`src/rtl/neo_spike_detector.sv`:
```
// Adaptive-threshold spike detector on the NEO energy stream: windowed-mean threshold,
// peak/timestamp capture per spike, forced event on over-long spikes, refractory hold-off.
module neo_spike_detector #(
   parameter int         M        = 16,
   parameter int         LOG2_WIN = 6,
   parameter logic [7:0] K_SCALE  = 8'h50,
   parameter int         REFRACT  = 20,
   parameter int         MAX_W    = 32,
   parameter int         TS_W     = 16
) (
   input  logic                Clk,
   input  logic                reset,
   input  logic                neo_valid,
   input  logic signed [M-1:0] neo_data,
   output logic                spike_valid,
   output logic [M-1:0]        spike_peak,
   output logic [TS_W-1:0]     spike_time,
   output logic [M-1:0]        threshold,
   output logic                thr_valid
);

   localparam int AW  = M + LOG2_WIN;
   localparam int WCW = $clog2(MAX_W + 1);
   localparam int RCW = (REFRACT > 0) ? $clog2(REFRACT + 1) : 1;
   localparam logic [M-1:0] THR_MAX = {1'b0, {(M-1){1'b1}}};

   localparam logic [1:0] S_CALIB = 2'd0;
   localparam logic [1:0] S_ARMED = 2'd1;
   localparam logic [1:0] S_PEAK  = 2'd2;
   localparam logic [1:0] S_REFR  = 2'd3;

   logic [1:0]          state_q, state_d;
   logic [AW-1:0]       acc_q, acc_d;
   logic [LOG2_WIN-1:0] wpos_q, wpos_d;
   logic [TS_W-1:0]     ts_q, ts_d;
   logic [M-1:0]        thr_q, thr_d;
   logic                thr_valid_q, thr_valid_d;
   logic [M-1:0]        peak_q, peak_d;
   logic [TS_W-1:0]     peak_ts_q, peak_ts_d;
   logic [WCW-1:0]      wcnt_q, wcnt_d;
   logic [RCW-1:0]      rcnt_q, rcnt_d;
   logic                spike_valid_q, spike_valid_d;
   logic [M-1:0]        spike_peak_q, spike_peak_d;
   logic [TS_W-1:0]     spike_time_q, spike_time_d;

   logic [M-1:0]        x;
   logic [AW-1:0]       sum;
   logic [AW+7:0]       scaled;
   logic                win_done;
   logic                emit;

   always_comb begin
      x        = neo_data[M-1] ? '0 : neo_data;
      sum      = acc_q + AW'(x);
      // mean and scale kept at full width so saturation sees every overflow bit
      scaled   = (((AW+8)'(sum) >> LOG2_WIN) * (AW+8)'(K_SCALE)) >> 4;
      win_done = &wpos_q;
      emit     = 1'b0;

      state_d       = state_q;
      acc_d         = acc_q;
      wpos_d        = wpos_q;
      ts_d          = ts_q;
      thr_d         = thr_q;
      thr_valid_d   = thr_valid_q;
      peak_d        = peak_q;
      peak_ts_d     = peak_ts_q;
      wcnt_d        = wcnt_q;
      rcnt_d        = rcnt_q;
      spike_valid_d = 1'b0;
      spike_peak_d  = spike_peak_q;
      spike_time_d  = spike_time_q;

      if (neo_valid) begin
         ts_d   = ts_q + 1'b1;
         wpos_d = wpos_q + 1'b1;
         if (win_done) begin
            acc_d       = '0;
            thr_d       = (scaled > (AW+8)'(THR_MAX)) ? THR_MAX : scaled[M-1:0];
            thr_valid_d = 1'b1;
         end else begin
            acc_d = sum;
         end

         // detection compares against the threshold in force before this sample
         case (state_q)
            S_CALIB: if (win_done) state_d = S_ARMED;
            S_ARMED: begin
               if (x > thr_q) begin
                  state_d   = S_PEAK;
                  peak_d    = x;
                  peak_ts_d = ts_q;
                  wcnt_d    = WCW'(1);
               end
            end
            S_PEAK: begin
               if (x > thr_q) begin
                  if (x > peak_q) begin
                     peak_d    = x;
                     peak_ts_d = ts_q;
                  end
                  wcnt_d = wcnt_q + 1'b1;
                  emit   = (wcnt_d == WCW'(MAX_W));
               end else begin
                  emit = 1'b1;
               end
               if (emit) begin
                  spike_valid_d = 1'b1;
                  spike_peak_d  = peak_d;
                  spike_time_d  = peak_ts_d;
                  rcnt_d        = RCW'(REFRACT);
                  state_d       = (REFRACT == 0) ? S_ARMED : S_REFR;
               end
            end
            default: begin
               rcnt_d = rcnt_q - 1'b1;
               if (rcnt_q == RCW'(1)) state_d = S_ARMED;
            end
         endcase
      end
   end

   always_ff @(posedge Clk or negedge reset) begin
      if (!reset) begin
         state_q       <= S_CALIB;
         acc_q         <= '0;
         wpos_q        <= '0;
         ts_q          <= '0;
         thr_q         <= '0;
         thr_valid_q   <= 1'b0;
         peak_q        <= '0;
         peak_ts_q     <= '0;
         wcnt_q        <= '0;
         rcnt_q        <= '0;
         spike_valid_q <= 1'b0;
         spike_peak_q  <= '0;
         spike_time_q  <= '0;
      end else begin
         state_q       <= state_d;
         acc_q         <= acc_d;
         wpos_q        <= wpos_d;
         ts_q          <= ts_d;
         thr_q         <= thr_d;
         thr_valid_q   <= thr_valid_d;
         peak_q        <= peak_d;
         peak_ts_q     <= peak_ts_d;
         wcnt_q        <= wcnt_d;
         rcnt_q        <= rcnt_d;
         spike_valid_q <= spike_valid_d;
         spike_peak_q  <= spike_peak_d;
         spike_time_q  <= spike_time_d;
      end
   end

   assign spike_valid = spike_valid_q;
   assign spike_peak  = spike_peak_q;
   assign spike_time  = spike_time_q;
   assign threshold   = thr_q;
   assign thr_valid   = thr_valid_q;

endmodule

```
`config.mk`:
```
export PLATFORM = sky130hd
export DESIGN_NAME = neo_spike_detector
export DESIGN_NICKNAME = d
export VERILOG_FILES = /design/src/rtl/neo_spike_detector.sv
export SDC_FILE = /design/constraint.sdc
export NUM_CORES = 1
export LEC_CHECK = 0
export ABC_AREA = 1
export BUFFER_PORTS_ARGS = -buffer_cell sky130_fd_sc_hd__buf_2
export CAP_MARGIN = 20
export CORE_MARGIN = 2
export CORE_UTILIZATION = 40
export DETAILED_ROUTE_END_ITERATION = 12
export PLACE_DENSITY = 0.58
export SLEW_MARGIN = 0
export SYNTH_ARGS = -nofsm -noshare
export SYNTH_HDL_FRONTEND = slang
export SYNTH_SLANG_ARGS = --single-unit
```
`constraint.sdc`:
```
create_clock -name Clk -period 3.3 [get_ports Clk]
set_input_delay 0.66 -clock Clk [delete_from_list [all_inputs] [get_ports Clk]]
set_output_delay 0.66 -clock Clk [all_outputs]
set_load 0.02 [all_outputs]
```
==> results of run 1 <==
cells by family (layout without fill, tap and decap cells):
| group | count (synthesis) | count (layout) | synth area share |
|---|---|---|---|
| AO/OA/AOI/OAI | 136 | 136 | 0.0900 |
| XOR/XNOR | 45 | 45 | 0.0438 |
| adder cells (fa/ha/maj) | 59 | 59 | 0.0828 |
| buffers and inverters | 196 | 422 | 0.0888 |
| flip-flops | 139 | 139 | 0.386 |
| AND/OR/NAND/NOR | 644 | 645 | 0.308 |
final cells by class:
cell class | count | area (um2) | area share
Sequential cell | 139 | 3480 | 0.285
Inverter | 162 | 634 | 0.0519
Clock buffer | 17 | 425 | 0.0348
Multi-Input combinational cell | 885 | 5500 | 0.450
Clock inverter | 15 | 199 | 0.0163
Timing Repair inverter | 1 | 16.3 | 0.00133
Timing Repair Buffer | 227 | 1620 | 0.132
Tap cell | 280 | 350 | 0.0287
registers in the layout, summed over array words and instances, names as in the netlist:
name	cells
peak_ts_q	16
threshold	16
spike_time	16
wcnt_q	6
peak_q	16
rcnt_q	5
state_q	2
spike_peak	16
ts_q	16
thr_valid	1
acc_q	22
spike_valid	1
wpos_q	6
power by group through the flow:
stage	Combinational (W)	Sequential, W	Clock, W
after floorplan	0.00401	0.00311	0
after global placement	0.00658	0.00288	0
after detailed placement	0.00665	0.00290	0
after CTS	0.00721	0.00288	0.00201
after global routing	0.00821	0.00299	0.00208
final	0.00735	0.00288	0.00197
layer usage:
metal | vias up | GRT usage
li1 | 4359 | -
met1 | 4022 | 0.302
met2 | 159 | 0.387
met3 | 34 | 0.0347
met4 | 0 | 0.0659
met5 | - | 0
critical path, delay by kind of cell:
family	cells	cell delay [ns]
adders and majority gates	5	0.96
AOI/OAI and AO/OA	1	0.17
and+or+nand+nor	13	1.21
xor gates and xnor gates	2	0.34
buffers and inverters	7	0.65
worst max-delay path by stage:
stage,depth (start not counted),start,to
global route,27,neo_data[15],threshold[2]
finish,28,neo_data[15],threshold[9]
floorplan,30,neo_data[15],threshold[6]
CTS,28,neo_data[15],threshold[14]
detailed placement,29,neo_data[15],threshold[3]
global placement,29,neo_data[15],threshold[6]
timing repair:
action                                  in CTS  in global routing
gates cloned                                 2                  0
pin swaps                                   50                  8
gates resized for setup                    103                 27
endpoints found under the setup margin      15                 15
buffers inserted                            16                  3
layout by cell type, fill, tap and decap left out, drive strengths merged:
cell    netlist  routed
o22ai         7       7
and2          2       2
o21bai        6       6
clkbuf       21      17
a21oi        37      37
xor2         38      38
clkinv        1      11
o21ai        71      71
nand4        48      49
a31oi         4       4
fa            1       1
a21o          2       2
inv         161     167
nor3b         1       1
a21boi        2       2
a31o          1       1
nand3        94      94
nor2        118     118
a22oi         1       1
buf          13     227
o21a          4       4
xnor2         7       7
a22o          1       1
nor3          9       9
nand2       360     360
dfrtp       139     139
or2           8       8
ha           58      58
nor4          2       2
nand3b        1       1
and3          1       1
stage by stage:
| stage | setup TNS, ns | instance area, um2 | instances |
|---|---|---|---|
| final | -5.46 | 12200 | 1726 |
| after floorplan | -9.98 | 9390 | 1219 |
| after detailed placement | -15.73 | 11000 | 1673 |
| after global placement | -15.25 | 11000 | 1673 |
| after CTS | -4.07 | 12100 | 1723 |
| after global routing | -8.53 | 12200 | 1726 |
==> results.md, run 1 <==
| Group | Item | Reported |
|:---|:---|:---|
| sta | Final Hold Slack | 0.262 ns |
| logic synthesis | Commonest cells post-synth | 352 x sky130_fd_sc_hd__nand2_1, 157 x sky130_fd_sc_hd__inv_1, 139 x sky130_fd_sc_hd__dfrtp_1 |
| grt | Antenna violations before repair | 0 |
| pwr | Internal Dissipation | 0.00671 W |
| sta | Highest clock frequency the design can meet | 270 MHz |
| clock tree | Total clock sinks | 139 |
| clock tree | # hold bufs at CTS | 0 |
| routing | Number of DRC markers in iteration 0 | 446 |
| floorplanning | Horizontal die dimension | 154 um |
| routing | Post-detailed-route wirelength per cell | 15.0 um |
| grt | GRT Total Usage | 0.228 |
| placement | Total of buffers placed on input and output ports | 68 |
| worst hold path | Min-delay worst type | in2async |
| outcome | Run status | complete, but fails checks |
| logic synthesis | Post-synthesis instance area | 9010 um2 |
| routing | Post-route DRC | 0 |
| sta | Worst Clk Skew | 0.0174 ns |
| logic synthesis | Share of the synthesized area in the top cell type | 0.386 |
| sta | Setup repair after global routing missed its margin | true |
| clock tree | Later-pin clock latency in the skew report | 0.43 ns |
| clock tree | TritonCTS Buffers | 17 |
| logic synthesis | Most used standard cell by instance count after synthesis | sky130_fd_sc_hd__nand2_1 |
| clock tree | Buffer levels on the longest clock path | 2 |
| placement | HPWL Detailed | 19000 um |
| final layout | Number of fillers in the final layout | 2028 |
| logic synthesis | Ys Warns | 0 |
| pwr | Net Switching | 0.00550 W |
| routing | Met2 WL post-DR | 12500 um |
| floorplanning | Ports | 69 |
| worst setup path | Startpoint types | input pin |
| sta | Final worst-path setup slack | -0.401 ns |
| worst setup path | Setup Crit Path Kind | in2reg |
| sta | Period utilization | 1.12 |
| routing | Routed wl met3 | 862 um |
| worst setup path | Endpoint required time on the critical path | 3.62 ns |
| routing | Via count | 8574 |
| floorplanning | Full die area | 23700 um2 |
| worst setup path | Highest fanout seen on the critical path | 8 |
| worst setup path | Reg-to-reg endpoint | threshold[9] |
| pwr | Ratio of total power to cell area | 998 nW/um2 |
| worst setup path | R2R cell count | 30 |
| final layout | Number of antenna repair diodes | 0 |
| routing | Routed length on met1 | 12100 um |
| worst setup path | Launching point of the worst reg2reg path | acc_q[1] |
| worst setup path | Slowest stage delay, CP | 0.34 ns |
| placement | Setup slack at placement | -1.06 ns |
| logic synthesis | Share of flip-flops with an asynchronous set or reset | 1.00 |
| logic synthesis | Share of the yosys chip area belonging to registers | 0.386 |
| pwr | Share of power burned in registers | 0.236 |
| grt | Aggregate global routing overflow | 0 |
| logic synthesis | Cell types with the largest area share after synthesis | sky130_fd_sc_hd__dfrtp_1 39%, sky130_fd_sc_hd__nand2_1 15%, sky130_fd_sc_hd__ha_1 8.1% |
| grt | Via count of the first global-routing pass | 8552 |
| worst setup path | Endpoint type of the worst setup path | register |
| logic synthesis | Most common flop cell mapped by yosys | sky130_fd_sc_hd__dfrtp_1 |
| routing | Top Metal Used | met4 |
| worst setup path | Worst endpoint data arrival time | 4.02 ns |
| grt | Largest net degree at the start of global routing | 82 |
| pwr | Combinational group share of total power | 0.603 |
| clock tree | Level count of the clock H-tree | 4 |
| sta | Max Transition Viols Final | 0 |
| sta | Fin crit period | 3.70 ns |
| logic synthesis | Mapped Cells | 1219 |
| routing | Residual antenna-violating net count after detailed routing | 0 |
| floorplanning | Height of the die | 154 um |
| logic synthesis | Register bit total from synthesis | 139 |
| logic synthesis | Distinct cell type count of the synthesized netlist | 45 |
| sta | Count of final setup violators | 15 |
| routing | Routed WL | 25900 um |
| worst setup path | Critical path's most frequent cell | sky130_fd_sc_hd__nand3_2 |
| logic synthesis | Number of enable-type register cells in the synthesized netlist | 0 |
| final layout | Synth-to-layout area growth | 35.7% |
| outcome | Failing checks | negative setup slack |
| clock tree | Clock slew seen by the registers of the worst setup and hold paths | 0.08 ns |
| floorplanning | Standard-cell rows | 54 |
| logic synthesis | Post-synthesis cell type with the largest combined area | sky130_fd_sc_hd__dfrtp_1 |
| pwr | Proportion of power drawn by the clock network | 0.161 |
| routing | Length of the first detailed-routing pass in iterations | 5 |
| clock tree | Root cell of the clock tree | sky130_fd_sc_hd__clkbuf_16 |
| placement | Routability-driven placement congestion ratio | 0.882 |
| grt | First-pass GRT wire length | 43200 um |
| flow run | MaxCap Viol Count | 0 |
| sta | Worst-case headroom to the max-slew limit | 0.486 |
| pwr | Net Sw Frac | 0.450 |
| routing | Routed via count divided by cell count | 4.97 |
| final layout | Proportion of layout cells with a drive suffix above 1 | 0.312 |
| final layout | Final core utilization | 0.557 |
| pwr | Worst voltage drop across the vdd grid | 0.000603 V |
| worst setup path | Standard cell with the maximum stage delay on the critical path | sky130_fd_sc_hd__fa_2 |
| worst setup path | Worst reg-to-reg setup slack | -0.32 ns |
| logic synthesis | Mean Syn Cell Area | 7.39 um2 |
| floorplanning | Effective utilization at floorplan | 0.410 |
| clock tree | TritonCTS clock tree | done |
| sta | Final hold violations | 0 |
| floorplanning | Area of the core region | 22000 um2 |
| final layout | Nets@finish | 1511 |
| pwr | Design Power | 0.0122 W |
| pwr | Leak Pwr | 6.42 nW |
| logic synthesis | Net count of the mapped netlist | 1297 |
| sta | Slew at the pin closest to its max-slew limit | 0.771 ns |
Power figures use the tool's default switching activity.
==> run 2: changes to the inputs <==
--- a/config.mk
+++ b/config.mk
@@ -5,8 +5,8 @@
 export SDC_FILE = /design/constraint.sdc
 export NUM_CORES = 1
 export LEC_CHECK = 0
-export ABC_AREA = 1
-export BUFFER_PORTS_ARGS = -buffer_cell sky130_fd_sc_hd__buf_2
+export ABC_AREA = 0
+export BUFFER_PORTS_ARGS = -buffer_cell sky130_fd_sc_hd__buf_4
 export CAP_MARGIN = 20
 export CORE_MARGIN = 2
 export CORE_UTILIZATION = 40
@@ -16,3 +16,4 @@
 export SYNTH_ARGS = -nofsm -noshare
 export SYNTH_HDL_FRONTEND = slang
 export SYNTH_SLANG_ARGS = --single-unit
+export TNS_END_PERCENT = 10
==> results.md, run 2 <==
| Group | Item | Reported | vs previous |
|:---|:---|:---|:---|
| logic synthesis | Post-synthesis instance area | 9170 um2 | +1.9% |
| grt | Routing usage on met1 | 0.314 | +0.0125 |
| sta | Max Transition Viols Final | 0 | unchanged |
| logic synthesis | Post-synthesis cell type with the largest combined area | sky130_fd_sc_hd__dfrtp_1 |  |
| logic synthesis | Net count of the mapped netlist | 1044 | -20% |
| routing | Length of the first detailed-routing pass in iterations | 5 | unchanged |
| sta | Fin crit period | 4.49 ns | +0.792 ns |
| logic synthesis | Share of flip-flops with an asynchronous set or reset | 1.00 | unchanged |
| pwr | Ratio of total power to cell area | 1090 nW/um2 | +9.4% |
| sta | Final worst-path setup slack | -1.19 ns | -0.792 ns |
| pwr | Worst voltage drop across the vdd grid | 0.000515 V | -15% |
| sta | Count of final setup violators | 15 | unchanged |
| sta | Setup repair after global routing missed its margin | true |  |
| final layout | Most common cell after layout, fill and taps aside | sky130_fd_sc_hd__buf_4 |  |
| worst setup path | Cell breakdown of the critical path | buf_6 -> nor2b_4 -> ha_4 -> ha_4 -> a21o_1 -> o21a_1 -> a221o_1 -> a31o_4 -> a21oi_4 -> o21ai_2 -> xnor2_2 -> buf_4 -> xor2_2 -> ha_1 -> a21oi_2 -> o22ai_2 -> nor3_2 -> o21a_1 -> nor3_2 -> nor3_2 -> o211ai_1 -> buf_6 -> o32a_1 |  |
| final layout | Number of fillers in the final layout | 1992 | -1.8% |
| logic synthesis | Share of the yosys chip area belonging to registers | 0.379 | -0.00706 |
| routing | Number of DRC markers in iteration 0 | 444 | -0.45% |
| sta | Period utilization | 1.36 | +0.240 |
| grt | Largest net degree at the start of global routing | 61 | -26% |
| final layout | Nets@finish | 1277 | -15% |
| grt | Aggregate global routing overflow | 0 | unchanged |
| sta | Setup TNS | -17.45 ns | -11.99 ns |
| floorplanning | Height of the die | 155 um | +0.90% |
| floorplanning | Full die area | 24200 um2 | +1.8% |
| placement | HPWL Detailed | 19400 um | +2.3% |
| final layout | Number of antenna repair diodes | 0 | unchanged |
| routing | Post-route DRC | 0 | unchanged |
| worst setup path | Endpoint type of the worst setup path | register |  |
| routing | Residual antenna-violating net count after detailed routing | 0 | unchanged |
| routing | Routed via count divided by cell count | 5.50 | +11% |
| clock tree | Later-pin clock latency in the skew report | 0.44 ns | about the same |
| clock tree | Clock slew seen by the registers of the worst setup and hold paths | 0.07 ns | about the same |
| logic synthesis | Most used standard cell by instance count after synthesis | sky130_fd_sc_hd__dfrtp_1 |  |
| flow run | MaxCap Viol Count | 0 | unchanged |
| clock tree | Root cell of the clock tree | sky130_fd_sc_hd__clkbuf_16 |  |
| grt | Via count of the first global-routing pass | 8238 | -3.7% |
| final layout | Commonest cells after routing, fill and taps aside | 259 x sky130_fd_sc_hd__buf_4, 139 x sky130_fd_sc_hd__dfrtp_1, 62 x sky130_fd_sc_hd__o21ai_0 |  |
| sta | Worst-case headroom to the max-slew limit | 0.610 | +0.124 |
| sta | Slew at the pin closest to its max-slew limit | 0.585 ns | -0.186 ns |
| logic synthesis | Cell types with the largest area share after synthesis | sky130_fd_sc_hd__dfrtp_1 38%, sky130_fd_sc_hd__ha_1 7.9%, sky130_fd_sc_hd__mux2_4 4.6% |  |
| grt | Global routing usage on met3 | 0.0351 | +0.000430 |
| final layout | Max reg flops | 22 | unchanged |
| clock tree | TritonCTS clock tree | done |  |
| placement | Total of buffers placed on input and output ports | 68 | unchanged |
| worst setup path | Setup Crit Path Kind | in2reg |  |
| worst setup path | WP buf/inv | 3 | -4 |
| worst setup path | Critical path's most frequent cell | sky130_fd_sc_hd__nor3_2 |  |
| logic synthesis | Commonest cells post-synth | 139 x sky130_fd_sc_hd__dfrtp_1, 64 x sky130_fd_sc_hd__o21ai_0, 61 x sky130_fd_sc_hd__a21oi_1 |  |
| worst hold path | Min-delay worst type | in2async |  |
| floorplanning | Area of the core region | 22600 um2 | +2.8% |
| routing | Post-detailed-route wirelength per cell | 17.8 um | +18% |
| floorplanning | Ports | 69 | unchanged |
| placement | Routability-driven placement congestion ratio | 0.865 | -2.0% |
| final layout | Synth-to-layout area growth | 35.8% | about the same |
| logic synthesis | Distinct cell type count of the synthesized netlist | 81 | +80% |
| worst setup path | Endpoint required time on the critical path | 3.62 ns | about the same |
| logic synthesis | Mean Syn Cell Area | 9.50 um2 | +29% |
| worst setup path | Slowest stage delay, CP | 0.38 ns | +0.04 ns |
| outcome | Run status | complete, but fails checks |  |
| grt | GRT Total Usage | 0.227 | -0.00113 |
| logic synthesis | Mapped Cells | 966 | -21% |
| final layout | Proportion of layout cells with a drive suffix above 1 | 0.358 | +0.0462 |
| logic synthesis | Most common flop cell mapped by yosys | sky130_fd_sc_hd__dfrtp_1 |  |
| logic synthesis | Number of enable-type register cells in the synthesized netlist | 0 | unchanged |
| logic synthesis | Register bit total from synthesis | 139 | unchanged |
| floorplanning | Standard-cell rows | 55 | +1.9% |
| grt | Global-route track usage on met2 | 0.375 | -0.0115 |
| floorplanning | Horizontal die dimension | 155 um | +0.90% |
| routing | Via count | 8235 | -4.0% |
| worst setup path | Worst path top cell family by delay | compound AO/OA/AOI/OAI gates |  |
| final layout | Total area of sequential cells | 3480 um2 | unchanged |
| clock tree | TritonCTS Buffers | 17 | unchanged |
| logic synthesis | Share of the synthesized area in the top cell type | 0.379 | -0.00706 |
| worst setup path | Worst endpoint data arrival time | 4.81 ns | +0.79 ns |
| final layout | Top reg by flops | acc_q |  |
| floorplanning | Effective utilization at floorplan | 0.406 | -0.00371 |
| grt | First-pass GRT wire length | 43500 um | +0.54% |
| sta | Final Hold Slack | 0.177 ns | -0.0855 ns |
| worst setup path | Highest fanout seen on the critical path | 8 | unchanged |
| routing | Routed WL | 26600 um | +2.7% |
| worst setup path | Standard cell with the maximum stage delay on the critical path | sky130_fd_sc_hd__a221o_1 |  |
| grt | Antenna violations before repair | 0 | unchanged |
| clock tree | Level count of the clock H-tree | 4 | unchanged |
| outcome | Failing checks | negative setup slack |  |
| sta | Final hold violations | 0 | unchanged |
| clock tree | Total clock sinks | 139 | unchanged |
| logic synthesis | Ys Warns | 0 | unchanged |
| final layout | Footprint of the multi-input gates | 5630 um2 | +2.3% |
| worst setup path | Startpoint types | input pin |  |
| sta | Worst Clk Skew | 0.0163 ns | -0.00110 ns |
| clock tree | Buffer levels on the longest clock path | 2 | unchanged |
| sta | Highest clock frequency the design can meet | 223 MHz | -18% |
| grt | Grt peak-use layer | met2 |  |
| pwr | Leak Pwr | 5.75 nW | -11% |
==> run 2: timing repair <==
item	in CTS	in global routing
cloned	1	0
pin swaps	20	5
hold buffers	0	0
gates resized for setup	42	17
setup buffers	12	4
endpoints found under the setup margin	47	87
==> run 2: through the flow <==
step	cell area (um2)	setup WS [ns]	total power (W)	instances	util
after floorplan	9370	-1.76	0.00745	966	-
after global placement	11400	-1.70	0.0105	1448	0.507
after detailed placement	11400	-1.79	0.0105	1448	0.507
after CTS	12300	-1.16	0.0132	1493	0.546
after global routing	12500	-1.40	0.0146	1497	0.552
final	12500	-1.19	0.0136	1497	0.552
==> run 2: worst register-to-register path, stage by stage (launching register included) <==
cell	delay, ns
sky130_fd_sc_hd__dfrtp_1	0.41
sky130_fd_sc_hd__ha_4	0.19
sky130_fd_sc_hd__ha_4	0.17
sky130_fd_sc_hd__a21o_1	0.17
sky130_fd_sc_hd__o21a_1	0.18
sky130_fd_sc_hd__a221o_1	0.38
sky130_fd_sc_hd__a31o_4	0.27
sky130_fd_sc_hd__a21oi_4	0.13
sky130_fd_sc_hd__o21ai_2	0.08
sky130_fd_sc_hd__xnor2_2	0.26
sky130_fd_sc_hd__buf_4	0.19
sky130_fd_sc_hd__xor2_2	0.13
sky130_fd_sc_hd__ha_1	0.30
sky130_fd_sc_hd__a21oi_2	0.19
sky130_fd_sc_hd__o22ai_2	0.12
sky130_fd_sc_hd__nor3_2	0.16
sky130_fd_sc_hd__o21a_1	0.18
sky130_fd_sc_hd__nor3_2	0.05
sky130_fd_sc_hd__nor3_2	0.11
sky130_fd_sc_hd__o211ai_1	0.15
sky130_fd_sc_hd__buf_6	0.21
sky130_fd_sc_hd__o32a_1	0.33
==> run 2: final cells by class <==
| cell class | count | share of cell area |
|---|---|---|
| Clock buffer | 17 | 0.0341 |
| Clock inverter | 15 | 0.0141 |
| Inverter | 51 | 0.0154 |
| Multi-Input combinational cell | 715 | 0.452 |
| Sequential cell | 139 | 0.279 |
| Tap cell | 285 | 0.0286 |
| Timing Repair Buffer | 275 | 0.177 |
==> run 2: final timing paths <==
kind / slack, ns / start / cells after the start / endpoint
setup / recovery: -1.19 / neo_data[0] / 23 / threshold[5]
hold / removal: 0.18 / reset / 1 / peak_ts_q[7]
setup reg to reg: -1.18 / acc_q[0] / 21 / threshold[5]
hold reg to reg: 0.47 / wpos_q[5] / 1 / wpos_q[5]
max in group asynchronous: 2.39 / reset / 2 / acc_q[6]
min in group Clk: 0.47 / wpos_q[5] / 1 / wpos_q[5]
==> run 2: cells by family (layout without fill, tap and decap cells) <==
logic type               count (synthesis)  count (layout)  synth area share
adder cells (fa/ha/maj)                 63              63            0.0858
flip-flops                             139             139             0.379
XOR/XNOR                                65              65            0.0637
AND/OR/NAND/NOR                        263             263             0.149
buffers and inverters                  112             358            0.0525
AO/OA/AOI/OAI                          282             282             0.207
multiplexers                            42              42            0.0621
==> run 2: routing by layer <==
| metal | wire length (um) | share of wire |
|---|---|---|
| met1 | 12800 | 0.48 |
| met4 | 271 | 0.010 |
| met5 | 0 | 0 |
| met2 | 12600 | 0.47 |
| met3 | 959 | 0.036 |
==> run 2: power by group <==
part	total [W]	leakage [nW]	switching [W]	internal [W]
Sequential	0.00289	1.76	0.000570	0.00232
Combinational	0.00874	3.69	0.00419	0.00455
Clock	0.00198	0.294	0.000898	0.00109
